### src/rtl/regfile_pkg.sv
// Shared constants, types and helpers for the multi-port register file.
// Provides default sizes, the address-width derivation and read-port status.
package regfile_pkg;

    localparam int XLEN_DEF = 32;
    localparam int NREG_DEF = 32;

    // Address width for a register count; a 1-bit address is the minimum.
    function automatic int aw_of(input int n);
        return (n <= 2) ? 1 : $clog2(n);
    endfunction

    // Read-port status as seen by the decode stage.
    typedef enum logic [1:0] {
        RD_READY = 2'd0,
        RD_BUSY  = 2'd1,
        RD_FWD   = 2'd2
    } rd_status_t;

endpackage

### src/rtl/regfile_mp_sb_if.sv
// Bundle between decode/writeback (master) and the register file (slave).
// Carries read ports, issue claim handshake and the writeback port.
interface regfile_mp_sb_if #(
    parameter int XLEN  = regfile_pkg::XLEN_DEF,
    parameter int NREG  = regfile_pkg::NREG_DEF,
    parameter int NREAD = 2
) ();
    import regfile_pkg::*;

    localparam int AW = aw_of(NREG);

    logic [NREAD*AW-1:0]   raddr;
    logic [NREAD*XLEN-1:0] rdata;
    logic [NREAD-1:0]      rbusy;
    logic                  iss_valid;
    logic [AW-1:0]         iss_rd;
    logic                  iss_ready;
    logic                  we;
    logic [AW-1:0]         waddr;
    logic [XLEN-1:0]       wdata;

    modport master (
        output raddr, iss_valid, iss_rd, we, waddr, wdata,
        input  rdata, rbusy, iss_ready
    );

    modport slave (
        input  raddr, iss_valid, iss_rd, we, waddr, wdata,
        output rdata, rbusy, iss_ready
    );

endinterface

### src/rtl/regfile_scoreboard.sv
// Per-register busy bits with issue/writeback priority (issue wins).
// Ports: clk, rst_n, iss_valid/iss_rd, we/waddr in; busy vector, iss_ready out.
module regfile_scoreboard
    import regfile_pkg::*;
#(
    parameter int NREG    = NREG_DEF,
    parameter int AW      = aw_of(NREG),
    parameter bit ZERO_R0 = 1'b1
) (
    input  logic            clk,
    input  logic            rst_n,
    input  logic            iss_valid,
    input  logic [AW-1:0]   iss_rd,
    input  logic            we,
    input  logic [AW-1:0]   waddr,
    output logic [NREG-1:0] busy,
    output logic            iss_ready
);

    logic [NREG-1:0] busy_q;
    logic [NREG-1:0] busy_d;
    logic            zero_rd;

    assign zero_rd = ZERO_R0 && (iss_rd == '0);

    // A writeback retiring this cycle frees the slot for a new claim.
    assign iss_ready = zero_rd || !busy_q[iss_rd]
                     || (we && (waddr == iss_rd));

    always_comb begin
        busy_d = busy_q;
        if (we) begin
            busy_d[waddr] = 1'b0;
        end
        // Applied after the clear: a new producer owns the register.
        if (iss_valid && iss_ready) begin
            busy_d[iss_rd] = 1'b1;
        end
        if (ZERO_R0) begin
            busy_d[0] = 1'b0;
        end
    end

    always_ff @(posedge clk or negedge rst_n) begin
        if (!rst_n) begin
            busy_q <= '0;
        end else begin
            busy_q <= busy_d;
        end
    end

    assign busy = busy_q;

endmodule

### src/rtl/regfile_mp_sb.sv
// Parametrised register file: NREAD combinational reads, one write,
// optional write bypass and zero register, plus a busy scoreboard.
// Ports: clk, rst_n (async, active low), bus (slave side of the bundle).
module regfile_mp_sb
    import regfile_pkg::*;
#(
    parameter int XLEN    = XLEN_DEF,
    parameter int NREG    = NREG_DEF,
    parameter int NREAD   = 2,
    parameter bit BYPASS  = 1'b1,
    parameter bit ZERO_R0 = 1'b1
) (
    input  logic            clk,
    input  logic            rst_n,
    regfile_mp_sb_if.slave  bus
);

    localparam int AW = aw_of(NREG);

    logic [XLEN-1:0]       regs_q [NREG];
    logic [XLEN-1:0]       regs_d [NREG];
    logic [NREG-1:0]       busy;
    logic                  iss_ready;
    logic                  wr_en;
    logic [NREAD*XLEN-1:0] rdata_c;
    logic [NREAD-1:0]      rbusy_c;
    logic [AW-1:0]         ra;
    logic                  hit;

    // Gated by rst_n so nothing is forwarded while the array is held clear.
    assign wr_en = bus.we && rst_n
                 && !(ZERO_R0 && (bus.waddr == '0));

    regfile_scoreboard #(
        .NREG    (NREG),
        .AW      (AW),
        .ZERO_R0 (ZERO_R0)
    ) u_sb (
        .clk       (clk),
        .rst_n     (rst_n),
        .iss_valid (bus.iss_valid),
        .iss_rd    (bus.iss_rd),
        .we        (bus.we),
        .waddr     (bus.waddr),
        .busy      (busy),
        .iss_ready (iss_ready)
    );

    always_comb begin
        regs_d = regs_q;
        if (wr_en) begin
            regs_d[bus.waddr] = bus.wdata;
        end
    end

    always_ff @(posedge clk or negedge rst_n) begin
        if (!rst_n) begin
            for (int i = 0; i < NREG; i++) begin
                regs_q[i] <= '0;
            end
        end else begin
            regs_q <= regs_d;
        end
    end

    always_comb begin
        rdata_c = '0;
        rbusy_c = '0;
        ra      = '0;
        hit     = 1'b0;
        for (int k = 0; k < NREAD; k++) begin
            ra  = bus.raddr[k*AW +: AW];
            hit = BYPASS && wr_en && (bus.waddr == ra);
            // A forwarded value is no longer outstanding for the reader.
            rdata_c[k*XLEN +: XLEN] = hit ? bus.wdata : regs_q[ra];
            rbusy_c[k]              = hit ? 1'b0 : busy[ra];
            if (ZERO_R0 && (ra == '0)) begin
                rdata_c[k*XLEN +: XLEN] = '0;
                rbusy_c[k]              = 1'b0;
            end
        end
    end

    assign bus.rdata     = rdata_c;
    assign bus.rbusy     = rbusy_c;
    assign bus.iss_ready = iss_ready;

endmodule
### src/flat_wrapper.sv
// flat-port wrapper written by rule: the top's interface ports become plain ports
module regfile_mp_sb_flat import regfile_pkg::*;
#(
    parameter int XLEN    = XLEN_DEF,
    parameter int NREG    = NREG_DEF,
    parameter int NREAD   = 2,
    parameter bit BYPASS  = 1'b1,
    parameter bit ZERO_R0 = 1'b1
)
  (clk, rst_n, bus_raddr, bus_iss_valid, bus_iss_rd, bus_we, bus_waddr, bus_wdata, bus_rdata, bus_rbusy, bus_iss_ready);
  regfile_mp_sb_if #(.XLEN(XLEN), .NREG(NREG), .NREAD(NREAD)) bus_i ();
  input  logic clk;
  input  logic rst_n;
  input wire logic [$bits(bus_i.raddr)-1:0] bus_raddr;
  input wire logic [$bits(bus_i.iss_valid)-1:0] bus_iss_valid;
  input wire logic [$bits(bus_i.iss_rd)-1:0] bus_iss_rd;
  input wire logic [$bits(bus_i.we)-1:0] bus_we;
  input wire logic [$bits(bus_i.waddr)-1:0] bus_waddr;
  input wire logic [$bits(bus_i.wdata)-1:0] bus_wdata;
  output wire logic [$bits(bus_i.rdata)-1:0] bus_rdata;
  output wire logic [$bits(bus_i.rbusy)-1:0] bus_rbusy;
  output wire logic [$bits(bus_i.iss_ready)-1:0] bus_iss_ready;
  assign bus_i.raddr = bus_raddr;
  assign bus_i.iss_valid = bus_iss_valid;
  assign bus_i.iss_rd = bus_iss_rd;
  assign bus_i.we = bus_we;
  assign bus_i.waddr = bus_waddr;
  assign bus_i.wdata = bus_wdata;
  assign bus_rdata = bus_i.rdata;
  assign bus_rbusy = bus_i.rbusy;
  assign bus_iss_ready = bus_i.iss_ready;
  regfile_mp_sb #(.XLEN(XLEN), .NREG(NREG), .NREAD(NREAD), .BYPASS(BYPASS), .ZERO_R0(ZERO_R0)) u_core (.clk(clk), .rst_n(rst_n), .bus(bus_i));
endmodule
### config.mk
export PLATFORM = sky130hd
export DESIGN_NAME = regfile_mp_sb_flat
export DESIGN_NICKNAME = d
export VERILOG_FILES = /design/src/rtl/regfile_pkg.sv /design/src/rtl/regfile_mp_sb_if.sv /design/src/rtl/regfile_scoreboard.sv /design/src/rtl/regfile_mp_sb.sv /design/src/flat_wrapper.sv
export SDC_FILE = /design/constraint.sdc
export NUM_CORES = 2
export LEC_CHECK = 0
export ABC_AREA = 1
export CAP_MARGIN = 20
export CORE_ASPECT_RATIO = 0.6
export CORE_MARGIN = 5
export CORE_UTILIZATION = 50
export DETAILED_ROUTE_END_ITERATION = 12
export PLACE_DENSITY_LB_ADDON = 0.1
export SLEW_MARGIN = 10
export SYNTH_ARGS = -nofsm -noshare
export SYNTH_HDL_FRONTEND = slang
export SYNTH_SLANG_ARGS = --single-unit
### constraint.sdc
create_clock -name clk -period 2.55 [get_ports clk]
set_clock_uncertainty 0.1 [all_clocks]
set_input_delay 0.3825 -clock clk [delete_from_list [all_inputs] [get_ports clk]]
set_output_delay 0.3825 -clock clk [all_outputs]
set_load 0.05 [all_outputs]
==> impl_metrics.ini <==
[synthesis]
synthAdderAreaFrac_pct = 0
synth_area_um2 = 60170
synth_edf_count = 0
synth_top_family_by_area = simple AND/OR/NAND/NOR gates
ys_seq_elements = 1055
synth-compound-area-share_pct = 18.10
syn_inst = 8523
synth_cell_types = 35
yosysWarnings = 0
synth_xor_area_share_pct = 0.08734
synth_mux_area_share_pct = 0
synth.area.top_cells = dfrtp_1, nand2_1, o21ai_0
yosysSeqAreaShare_pct = 43.88
synth_top_cell_by_area = dfrtp_1
syn_area_per_cell_um2 = 7.059
synthArstFlopShare_pct = 100.0
ys.flop_type = dfrtp_1
synth_top_area_share_pct = 43.88
synth_nets = 8579
synthSimpleGateAreaFrac_pct = 28.47

[grt]
grt_max_degree = 179
grt_first_pass_wirelength_um = 385000
grt_pass1_vias = 58749
gr-usage-all-layers_pct = 39.50
grt-ovfl-total = 0
antenna_found_initial = 5

[sta]
rsz0062_at_grt = true
worstMarginPinSlew_ns = 1.040
period_needed_ns = 2.748
post-route-period-util_pct = 107.8
max_freq_mhz = 363.9
hold_viol_final = 0
fin_ws_ns = -0.1980
finalSetupViolations = 62
relSlewSlack_pct = 30.65
finalMaxSlewViolations = 0

[die]
initial_core_util_pct = 50.43
num_rows = 98
boundaryPins = 123
core_area_um2 = 119300
die_w_um = 457.8
die_area_um2 = 127600
die_y_um = 278.7

[clock_network]
clock_latency_ns = 0.73
cts_tree = done
numClockSinks = 1055
cts-root-buf = clkbuf_16
clk_pin_slew_ns = 0.06
cts_max_path_buffers = 3
cts_buffers = 103
cts.htree.levels = 3

[critical_path]
worstPathRequired_ns = 2.07
crit_type = flop to primary output
startpoint_type = flop
r2r_slack_ns = 0.67
reg2reg_depth = 13
timing.rr.end = u_core.u_sb.busy[26]
rr_startpoint = u_core.u_sb.busy[5]
critPathMaxFanout = 3
cp.arrival_ns = 2.27
end_kind = primary output

[route]
routed_wl_um = 268500
via_count = 64754
drc = 0
wl_per_cell_um = 25.62
drt_pass1_iterations = 6
drtAntennaViolNets = 0
vias_per_cell = 6.179
drt_iter0_drc = 9910

[cells_and_area]
drive_gt1_share_pct = 19.85
final_nets = 8848
syn2layout_area_growth_pct = 28.84

[hold_path]
hp-class = flop to flop
holdPathEnd = u_core.regs_q[1013]
min_from = u_core.regs_q[1013]
holdPathStages = 0

[placement]
dp_slack_ns = -0.3475
gp_congestion = 0.9528
port-buffer-count = 122
dp_hpwl_um = 167100

[pwr]
power-per-cell-area_nw_per_um2 = 631.8
power_mw = 48.98
leakage_nw = 35.77
peakVddDrop_mv = 0.5553

[run_status]
outcome = finished with violations
failed_checks = negative setup slack

[run]
maxCapViolCount = 0
metrics by stage:
step	instances	hold slack, ns	setup TNS, ns	util, %	area, µm²
floorplan	8523	-0.01309	-3.413	-	60200
global placement	10102	0.2647	-58.21	57.21	68250
detailed placement	10102	0.2669	-66.62	57.21	68250
CTS	10382	0.2532	-3.845	62.61	74700
global route	10478	0.2998	-9.038	64.97	77510
finish	10479	0.2777	-5.578	64.97	77520
layer usage:
metal  up-vias  track usage, %  part of all wire [%]
li1      28537               -                     -
met4         2           18.28                   5.8
met5         -               0                0.0048
met2      4709           56.24                    41
met1     30625           55.75                    39
met3       881           11.24                    14
area by class of cell:
class / instances / area, µm²
clock buffers: 150 / 3089
clock inverters: 40 / 531.8
flip-flops and latches: 1055 / 26400
diodes: 2 / 5.005
fillers: 10111 / 41790
repair buffers: 931 / 11780
multi-input cells: 6116 / 31420
inverters: 585 / 2283
well taps: 1600 / 2002
cells in the final DEF (no fill, tap or decap), types with 30 or more instances in the layout:
master,instances
a21oi_1,220
a21oi_2,49
nor2_1,326
o21ai_0,1116
nand3_1,683
o21ai_2,30
inv_1,501
nand3_4,62
inv_2,70
buf_4,490
nand2_2,95
buf_6,59
clkdlybuf4s50_1,38
buf_12,281
o211ai_1,360
nand4_1,34
dfrtp_1,1055
nand2_4,70
nand2_1,2569
clkbuf_16,129
o21ai_1,149
nand3_2,203
cells in the mapped netlist, types with 5 or more instances:
library cell / instances
nand4_2: 8
o21ai_0: 1233
inv_1: 565
o211ai_1: 360
dfrtp_1: 1055
inv_2: 16
a21oi_1: 290
or2_2: 21
clkbuf_1: 334
clkbuf_2: 15
o21ai_1: 65
nor3_1: 10
nand2_2: 9
nor3_4: 7
nand3_2: 13
buf_2: 323
buf_6: 5
nand3_1: 935
nor2_1: 359
nand4_1: 34
o21a_1: 9
nand2_1: 2725
buf_1: 47
buf_4: 43
a22oi_1: 17
worst max path at each step:
stage,start,end
2_1_floorplan,bus_waddr[3],bus_rdata[52]
3_3_place_gp,bus_waddr[3],bus_rdata[42]
3_5_place_dp,bus_waddr[3],bus_rdata[47]
4_1_cts,u_core.regs_q[239],bus_rdata[15]
5_1_grt,u_core.regs_q[280],bus_rdata[56]
6_report,u_core.regs_q[239],bus_rdata[15]
flip-flops by register name (all words and copies together), names as in the netlist:
name and flops:
u_core.regs_q 1024, u_core.u_sb.busy 31
worst max-delay path: stages, from the launching register on:
cell     delay [ns]
dfrtp_1        0.39
or2_2          0.31
nand3_2        0.07
nand3_2        0.07
nand3_2        0.09
nand3_4        0.20
nand3_2        0.16
nand2_2        0.09
buf_12         0.15
repair_timing:
item | 4_1_cts | 5_1_grt
hold buffers | 1 | 0
endpoints found under the setup margin | 66 | 843
gates resized for setup | 542 | 495
pin swaps | 241 | 349
endpoints found under the hold margin | 260 | 0
gates cloned | 7 | 22
buffers inserted | 86 | 83
power by group:
group | total (mW) | leakage (nW) | switching [mW] | internal [mW]
Combinational | 11.5 | 19.9 | 6.99 | 4.51
Sequential | 20.6 | 14.1 | 1.70 | 18.9
Clock | 16.9 | 1.80 | 7.26 | 9.62
Total | 49.0 | 35.8 | 16.0 | 33.0
logic make-up (layout without fill, tap and decap cells):
group,Yosys count,in the layout
XOR/XNOR,6,6
AO/OA/AOI/OAI,1980,1980
AND/OR/NAND/NOR,4130,4130
buffers and inverters,1352,1706
other,0,2
flip-flops,1055,1055
No activity file was read; power rests on OpenSTA's default activity.
